<file path="src/rtl/cv32e40p_irq_gen_if.sv">
// Register access port of cv32e40p_irq_gen: req/gnt request phase, rvalid/rdata response phase.
interface cv32e40p_irq_gen_if;
  logic        req_i;
  logic        we_i;
  logic [4:0]  addr_i;
  logic [31:0] wdata_i;
  logic        gnt_o;
  logic        rvalid_o;
  logic [31:0] rdata_o;

  modport master (
    output req_i, we_i, addr_i, wdata_i,
    input  gnt_o, rvalid_o, rdata_o
  );

  modport slave (
    input  req_i, we_i, addr_i, wdata_i,
    output gnt_o, rvalid_o, rdata_o
  );
endinterface

</file>
<file path="src/rtl/cv32e40p_irq_gen.sv">
// Interrupt source block driving the core's irq bus: fast pending bits, MSIP, synchronized external line
// and, when CV32E40P_IRQ_GEN_TIMER_EN is defined, a 64-bit machine timer with compare.
module cv32e40p_irq_gen #(
  parameter int unsigned NUM_FAST = 16
) (
  input  logic                clk,
  input  logic                rst_n,
  input  logic [NUM_FAST-1:0] event_i,
  input  logic                ext_irq_i,
  input  logic                tick_i,
  input  logic                irq_ack_i,
  input  logic [4:0]          irq_id_i,
  cv32e40p_irq_gen_if.slave   bus,
  output logic [31:0]         irq_o
);

  logic [NUM_FAST-1:0] pend_q;
  logic [NUM_FAST-1:0] ack_clr;
  logic [NUM_FAST-1:0] w1c_clr;
  logic                msip_q;
  logic                mti_q;
  logic                ext_meta_q;
  logic                ext_sync_q;
  logic                rvalid_q;
  logic [31:0]         rdata_q;
  logic [31:0]         rd_val;
  logic                wr_en;
  logic                rd_en;
  logic [2:0]          word;

  assign wr_en = bus.req_i & bus.we_i;
  assign rd_en = bus.req_i & ~bus.we_i;
  assign word  = bus.addr_i[4:2];

  assign bus.gnt_o    = bus.req_i;
  assign bus.rvalid_o = rvalid_q;
  assign bus.rdata_o  = rdata_q;

`ifdef CV32E40P_IRQ_GEN_TIMER_EN
  logic [63:0] mtime_q;
  logic [63:0] mtimecmp_q;
  logic        unused_bits;

  assign unused_bits = ^bus.addr_i[1:0];

  // A write to one MTIME half suppresses that cycle's tick entirely, so no carry reaches the other half.
  always_ff @(posedge clk or negedge rst_n) begin
    if (!rst_n) begin
      mtime_q    <= '0;
      mtimecmp_q <= '1;
      mti_q      <= 1'b0;
    end else begin
      mti_q <= (mtime_q >= mtimecmp_q);
      if (wr_en && word == 3'd2) begin
        mtime_q[31:0] <= bus.wdata_i;
      end else if (wr_en && word == 3'd3) begin
        mtime_q[63:32] <= bus.wdata_i;
      end else if (tick_i) begin
        mtime_q <= mtime_q + 64'd1;
      end
      if (wr_en && word == 3'd4) mtimecmp_q[31:0]  <= bus.wdata_i;
      if (wr_en && word == 3'd5) mtimecmp_q[63:32] <= bus.wdata_i;
    end
  end
`else
  logic unused_bits;

  assign unused_bits = ^{tick_i, bus.addr_i[1:0], bus.wdata_i};
  assign mti_q       = 1'b0;
`endif

  always_comb begin
    ack_clr = '0;
    for (int unsigned k = 0; k < NUM_FAST; k++) begin
      if (irq_ack_i && irq_id_i == 5'(16 + k)) ack_clr[k] = 1'b1;
    end
  end

  assign w1c_clr = (wr_en && word == 3'd0) ? bus.wdata_i[16 +: NUM_FAST] : '0;

  always_comb begin
    irq_o                  = '0;
    irq_o[3]               = msip_q;
    irq_o[7]               = mti_q;
    irq_o[11]              = ext_sync_q;
    irq_o[16 +: NUM_FAST]  = pend_q;
  end

  always_comb begin
    rd_val = '0;
    case (word)
      3'd0: rd_val = irq_o;
      3'd1: rd_val = {31'b0, msip_q};
`ifdef CV32E40P_IRQ_GEN_TIMER_EN
      3'd2: rd_val = mtime_q[31:0];
      3'd3: rd_val = mtime_q[63:32];
      3'd4: rd_val = mtimecmp_q[31:0];
      3'd5: rd_val = mtimecmp_q[63:32];
`endif
      default: rd_val = '0;
    endcase
  end

  always_ff @(posedge clk or negedge rst_n) begin
    if (!rst_n) begin
      pend_q     <= '0;
      msip_q     <= 1'b0;
      ext_meta_q <= 1'b0;
      ext_sync_q <= 1'b0;
      rvalid_q   <= 1'b0;
      rdata_q    <= '0;
    end else begin
      // Event set is applied after both clear sources so a coincident event keeps the bit.
      pend_q     <= (pend_q & ~(ack_clr | w1c_clr)) | event_i;
      ext_meta_q <= ext_irq_i;
      ext_sync_q <= ext_meta_q;
      rvalid_q   <= bus.req_i;
      rdata_q    <= rd_en ? rd_val : '0;
      if (wr_en && word == 3'd1) msip_q <= bus.wdata_i[0];
    end
  end

endmodule
</file>
<file path="src/flat_wrapper.sv">
// flat-port wrapper written by rule: the top's interface ports become plain ports
module cv32e40p_irq_gen_flat 
#(
  parameter int unsigned NUM_FAST = 16
)
  (clk, rst_n, event_i, ext_irq_i, tick_i, irq_ack_i, irq_id_i, irq_o, bus_req_i, bus_we_i, bus_addr_i, bus_wdata_i, bus_gnt_o, bus_rvalid_o, bus_rdata_o);
  cv32e40p_irq_gen_if bus_i ();
  input  logic clk;
  input  logic rst_n;
  input  logic [NUM_FAST-1:0] event_i;
  input  logic ext_irq_i;
  input  logic tick_i;
  input  logic irq_ack_i;
  input  logic [4:0] irq_id_i;
  output logic [31:0] irq_o;
  input wire logic [$bits(bus_i.req_i)-1:0] bus_req_i;
  input wire logic [$bits(bus_i.we_i)-1:0] bus_we_i;
  input wire logic [$bits(bus_i.addr_i)-1:0] bus_addr_i;
  input wire logic [$bits(bus_i.wdata_i)-1:0] bus_wdata_i;
  output wire logic [$bits(bus_i.gnt_o)-1:0] bus_gnt_o;
  output wire logic [$bits(bus_i.rvalid_o)-1:0] bus_rvalid_o;
  output wire logic [$bits(bus_i.rdata_o)-1:0] bus_rdata_o;
  assign bus_i.req_i = bus_req_i;
  assign bus_i.we_i = bus_we_i;
  assign bus_i.addr_i = bus_addr_i;
  assign bus_i.wdata_i = bus_wdata_i;
  assign bus_gnt_o = bus_i.gnt_o;
  assign bus_rvalid_o = bus_i.rvalid_o;
  assign bus_rdata_o = bus_i.rdata_o;
  cv32e40p_irq_gen #(.NUM_FAST(NUM_FAST)) u_core (.clk(clk), .rst_n(rst_n), .event_i(event_i), .ext_irq_i(ext_irq_i), .tick_i(tick_i), .irq_ack_i(irq_ack_i), .irq_id_i(irq_id_i), .bus(bus_i), .irq_o(irq_o));
endmodule
</file>
<file path="config.mk">
export PLATFORM = sky130hd
export DESIGN_NAME = cv32e40p_irq_gen_flat
export DESIGN_NICKNAME = d
export VERILOG_FILES = /design/src/rtl/cv32e40p_irq_gen_if.sv /design/src/rtl/cv32e40p_irq_gen.sv /design/src/flat_wrapper.sv
export SDC_FILE = /design/constraint.sdc
export NUM_CORES = 1
export LEC_CHECK = 0
export BUFFER_PORTS_ARGS = -buffer_cell sky130_fd_sc_hd__buf_2
export CORE_MARGIN = 2
export CORE_UTILIZATION = 40
export CTS_CLUSTER_SIZE = 8
export DETAILED_ROUTE_END_ITERATION = 6
export HOLD_SLACK_MARGIN = 0.1
export PLACE_DENSITY = 0.85
export SLEW_MARGIN = 15
export SYNTH_ARGS = -nofsm -noshare
export SYNTH_HDL_FRONTEND = slang
export SYNTH_SLANG_ARGS = --single-unit
</file>
<file path="constraint.sdc">
create_clock -name clk -period 0.8 [get_ports clk]
set_input_delay 0 -clock clk [delete_from_list [all_inputs] [get_ports clk]]
set_output_delay 0 -clock clk [all_outputs]
set_load 0.05 [all_outputs]
</file>
Yosys cells after proc, flatten, opt, wreduce, memory -nomap -nowiden
Cells that the tools add are included.
W data, S select, Z words.
Word-level totals
  register bits after elaboration: 52
  input port bits: 65
  output and inout bits: 66
  word-level logic and storage cells: 68
Operators by class
  eq/ne operators: 17
  multiplexer cells: 19
  bitwise logic cells: 7
  reduce and logical (&&, ||, !) cells: 19
Operator list (count)
  $eq A5 B5 Y1 const B: 16
  $pmux W32 S2: 1
  $mux W32: 1
  $or A16 B16 Y16: 2
  $logic_and A1 B1 Y1: 18
  $and A16 B16 Y16: 1
  $mux W1: 16
  $mux W16: 1
  $not A16 Y16: 1
  $eq A3 B1 Y1 const B: 1
  $logic_not A3 Y1: 1
  $and A1 B1 Y1: 2
  $not A1 Y1: 1

Longest topological paths before layout
  word-level depth: 7
  gate-level depth with buffers: 5
  depth with buffers taken out: 3

Least setup slack after synthesis
No wires, ideal clock.
  path kind: register -> register
  from: reg u_core.pend_q[0]
  to: reg u_core.pend_q[0]
  setup time: 120 ps
  data arrival time: 813 ps
  data required time: 680 ps
  path slack: -133 ps
  cell stages (with the launch flop): 2
  path buffers: 0
  clock period less this slack: 933 ps
  cell sequence: dfrtp_1 -> a31o_2
Between the ends
  word-level cells in the longest chain between the ends: 2
RTL lines
  start, declared: line cv32e40p_irq_gen.sv:17  | logic [NUM_FAST-1:0] pend_q;
  start signal, assigned: line cv32e40p_irq_gen.sv:114  | pend_q <= (pend_q & ~(ack_clr | w1c_clr)) | event_i;
  $and A16 B16 Y16: line cv32e40p_irq_gen.sv:114
  $or A16 B16 Y16: line cv32e40p_irq_gen.sv:114
Every way passes these cells.
A chain may end at the register's enable or synchronous reset.

Worst setup path after layout
  from: reg u_core.pend_q[12]
  to: out irq_o[28]
RTL lines
  end, declared: line flat_wrapper.sv:15  | output logic [31:0] irq_o;
No word-level cell between the ends.

==> out/results.md <==
| Stage | Metric | Reported |
| --- | --- | --- |
| setup path | Start-to-end type of the worst setup path | flip-flop to primary output |
| synthesis | Post-synth cell types | 18 |
| place | Routability Congestion | 0.828 |
| setup path | Arrival time at the worst endpoint | 900 ps |
| synthesis | Post-synthesis instance total | 157 |
| power | Maximum resistive drop on vdd | 0.000738 V |
| worst hold path | Startpoint of the lowest-slack hold path | irq_id_i[1] |
| synthesis | Fraction of synthesis flops using an asynchronous set or reset pin | 100% |
| place | Instance area after placement | 2240 um2 |
| synthesis | Top cells by area, synth | sky130_fd_sc_hd__dfrtp_1 (55%), sky130_fd_sc_hd__buf_4 (14%), sky130_fd_sc_hd__a31o_2 (7.9%) |
| worst hold path | End of the worst hold path | u_core.pend_q[7] |
| setup path | Crit-path cells | buf_6 |
| status | Failing checks | negative setup slack |
| timing | Max-slew violations | 0 |
| routing | Total vias in the final route | 1,812 |
| timing | Total negative slack for setup checks | -2680 ps |
| setup path | Crit Reg-Reg Endpoint | u_core.pend_q[6] |
| timing | Least setup slack across all paths after layout | -99.7 ps |
| synthesis | Yosys warnings | 0 |
| routing | Final wirelength | 6670 um |
| floorplan | Count of pins on the block boundary | 131 |
| floorplan | Area enclosed by the die boundary | 4950 um2 |
| timing | Clock skew after layout | 10.4 ps |
| worst hold path | Depth of the worst hold-timing path | 3 |
| status | Result of the run | complete, but fails checks |
| timing | Hold Fails Final Rpt | 0 |
| setup path | Standard cell with the maximum stage delay on the critical path | sky130_fd_sc_hd__dfrtp_2 |
| place | Cells after DPL | 295 |
| synthesis | Number of enable flip-flop cells after synthesis | 0 |
| routing | Number of detailed-routing iterations run before antenna repair | 4 |
| cts | Number of CTS-inserted buffers | 5 |
| setup path | Required time of the critical path | 800 ps |
| routing | Starting DRT DRC Count | 130 |
| setup path | Slowest cell delay on critical path | 440 ps |
| floorplan | Die outline width | 70.4 um |
| setup path | Start of the worst register-to-register path | u_core.pend_q[6] |
| global route | Pin count of the biggest net entering global routing | 40 |
| place | Post-DP HPWL | 3320 um |
| global route | Number of antenna violations at the first check in global routing | 1 |
| synthesis | Mean instance size in the synthesized netlist | 11.2 um2 |
| routing | Drt drc | 0 |
| synthesis | Library cell occupying the most area in the post-synthesis netlist | sky130_fd_sc_hd__dfrtp_1 |
| floorplan | Height of the die | 70.4 um |
| cts | Latest clock arrival within the worst-skew pair | 300 ps |
| power | Cell leakage power | 1.44 nW |
| power | Power density over the cells | 1610 nW/um2 |
| setup path | Buffers plus inverters on the worst setup path | 1 |
| synthesis | Synth top cells by count | sky130_fd_sc_hd__dfrtp_1 (39), sky130_fd_sc_hd__buf_4 (32), sky130_fd_sc_hd__nand3_1 (21) |
| timing | Unrepaired setup endpoints after global routing | yes |
| cells and area | Share of post-route cells with drive strength above 1 | 53.3% |
| global route | Number of global-route vias before repair | 1,814 |
| timing | Max frequency | 1.11 GHz |
| setup path | Internal reg-to-reg setup slack | -70 ps |
| floorplan | Number of placement rows | 24 |
| run | Max-capacitance violation count | 0 |
| synthesis | Area share of the largest cell type after synthesis | 55.4% |
| global route | Tot GR Track Use | 24.8% |
| synthesis | Netlist area before placement | 1760 um2 |
| global route | Wire length of the first global-routing pass | 9180 um |
| timing | Crit path time final | 900 ps |
| synthesis | Commonest register cell after synthesis | sky130_fd_sc_hd__dfrtp_1 |
| cells and area | Total Nets Final | 364 |
| routing | Detail-routed net length per standard cell | 18.9 um |
| timing | Post-Route Hold Slack | 80.6 ps |
| synthesis | Seq/Total Area, Yosys | 55.4% |
| cts | Buffer levels on the longest clock path | 2 |
| cts | CTS tree | done |
| routing | Number of vias per cell after detailed routing | 5.13 |
| cells and area | Area added between synthesis and finish | 76.9% |
| setup path | Element type at the critical path start | flip-flop |
| setup path | Critical Path Sink Type | primary output |
| setup path | R2R depth | 2 |
| cells and area | Design Area, Final | 3120 um2 |
| cts | Cell at the root of the clock tree | sky130_fd_sc_hd__clkbuf_8 |
| worst hold path | Worst Hold Class | primary input to flip-flop |
| setup path | Highest net fanout along the worst path | 3 |
| synthesis | Flip-flop and latch count after synthesis | 39 |
| global route | Total congestion overflow | 0 |
| place | Port Buf Inserts | 85 |
| cts | Clk sinks | 39 |
| cts | Number of levels in the clock H-tree | 2 |
| floorplan | Starting Density | 41.1% |
| timing | Setup violations, final | 47 |
| timing | Ratio of final minimum period to clock period | 112% |
| setup path | Kind of cell adding the most delay to the critical path | flip-flops |
| floorplan | Placeable Area | 4290 um2 |
| cts | Post-CTS Hold Buffers | 38 |
| cts | Clock transition at the registers of the reported paths | 80 ps |
| routing | Count of nets left with antenna violations after detail routing | 0 |
| power | Overall Power | 5.01 mW |
| synthesis | Most used standard cell by instance count after synthesis | sky130_fd_sc_hd__dfrtp_1 |
| cells and area | Number of standard cells in the layout, taps in and fillers out | 353 |
==> final cells by class <==
cell class                 instances  area [um2]
clock buffer                       6        82.6
timing repair buffer             144        1280
antenna                            1        2.50
tap                               52        65.1
sequential                        39         996
multi-input combinational        109         659
clock inverter                     2        35.0
fill                             244        1170
==> cell usage in the layout (no fill, tap or decap) <==
cell	instances
sky130_fd_sc_hd__a31o_2	16
sky130_fd_sc_hd__and2_1	15
sky130_fd_sc_hd__and2_4	4
sky130_fd_sc_hd__and3b_2	1
sky130_fd_sc_hd__and4_1	1
sky130_fd_sc_hd__and4b_1	2
sky130_fd_sc_hd__and4bb_2	1
sky130_fd_sc_hd__buf_12	3
sky130_fd_sc_hd__buf_2	47
sky130_fd_sc_hd__buf_4	8
sky130_fd_sc_hd__buf_6	48
sky130_fd_sc_hd__bufinv_16	1
sky130_fd_sc_hd__clkbuf_8	6
sky130_fd_sc_hd__clkinv_2	1
sky130_fd_sc_hd__conb_1	27
sky130_fd_sc_hd__dfrtp_1	23
sky130_fd_sc_hd__dfrtp_2	16
sky130_fd_sc_hd__diode_2	1
sky130_fd_sc_hd__dlygate4sd3_1	37
sky130_fd_sc_hd__dlymetal6s4s_1	1
sky130_fd_sc_hd__mux2_2	1
sky130_fd_sc_hd__nand2_1	13
sky130_fd_sc_hd__nand3_1	17
sky130_fd_sc_hd__nand3_2	4
sky130_fd_sc_hd__nand3b_1	1
sky130_fd_sc_hd__nor2_1	1
sky130_fd_sc_hd__nor2_2	2
sky130_fd_sc_hd__nor2b_1	2
sky130_fd_sc_hd__nor3_4	1
==> worst max-delay path by stage <==
stage	start	end	slack (ps)	cells past startpoint
floorplan	bus_addr_i[3]	u_core.bus.rdata_o[21]	-70	5
global placement	bus_addr_i[3]	u_core.pend_q[14]	-180	5
detailed placement	bus_addr_i[3]	u_core.pend_q[2]	-230	5
CTS	u_core.pend_q[12]	irq_o[28]	-90	1
global route	u_core.pend_q[12]	irq_o[28]	-120	1
finish	u_core.pend_q[12]	irq_o[28]	-100	1
==> sequential cells by signal, indices dropped and copies added, names as in the netlist <==
register	flops
u_core.bus.rdata_o	19
u_core.ext_sync_q	1
u_core.ext_meta_q	1
u_core.pend_q	16
u_core.bus.rvalid_o	1
u_core.msip_q	1
==> layer usage <==
metal	GRT usage, %	wire, um	vias to the layer above
li1	-	-	760
met1	27.4	2330	889
met2	44.7	3460	134
met3	4.18	533	29
met4	13.9	346	0
met5	0	0	-
==> where the power goes <==
part	switching, mW	internal [mW]
clock	0.729	1.01
sequential	0.0472	2.03
combinational	0.748	0.446
total	1.52	3.48
==> what timing repair did <==
item | CTS | global route
pin swaps | 0 | 2
gates resized for setup | 80 | 14
buffers inserted | 4 | 7
endpoints found under the hold margin | 59 | 1
endpoints found under the setup margin | 38 | 51
==> metrics by stage <==
| stage | setup WS [ps] | utilization (%) |
|---|---|---|
| after floorplan | -68.8 | - |
| after global placement | -183 | 52.2 |
| after detailed placement | -235 | 52.2 |
| after CTS | -85.3 | 70.4 |
| after global routing | -119 | 72.6 |
| final | -99.7 | 72.6 |
==> worst reg2reg max path, cell delays in order (launching register included) <==
cell,delay (ps)
sky130_fd_sc_hd__dfrtp_2,440
sky130_fd_sc_hd__buf_6,120
sky130_fd_sc_hd__a31o_2,200
==> kinds of logic after synthesis <==
group           count (synthesis)  share of synthesized area [%]
other cells                     1                          0.213
flops                          39                           55.4
compound gates                 16                           7.95
simple gates                   65                           21.0
mux                             1                          0.639
buf+inv                        35                           14.8
Note: power is estimated with default switching activity, not from simulation.
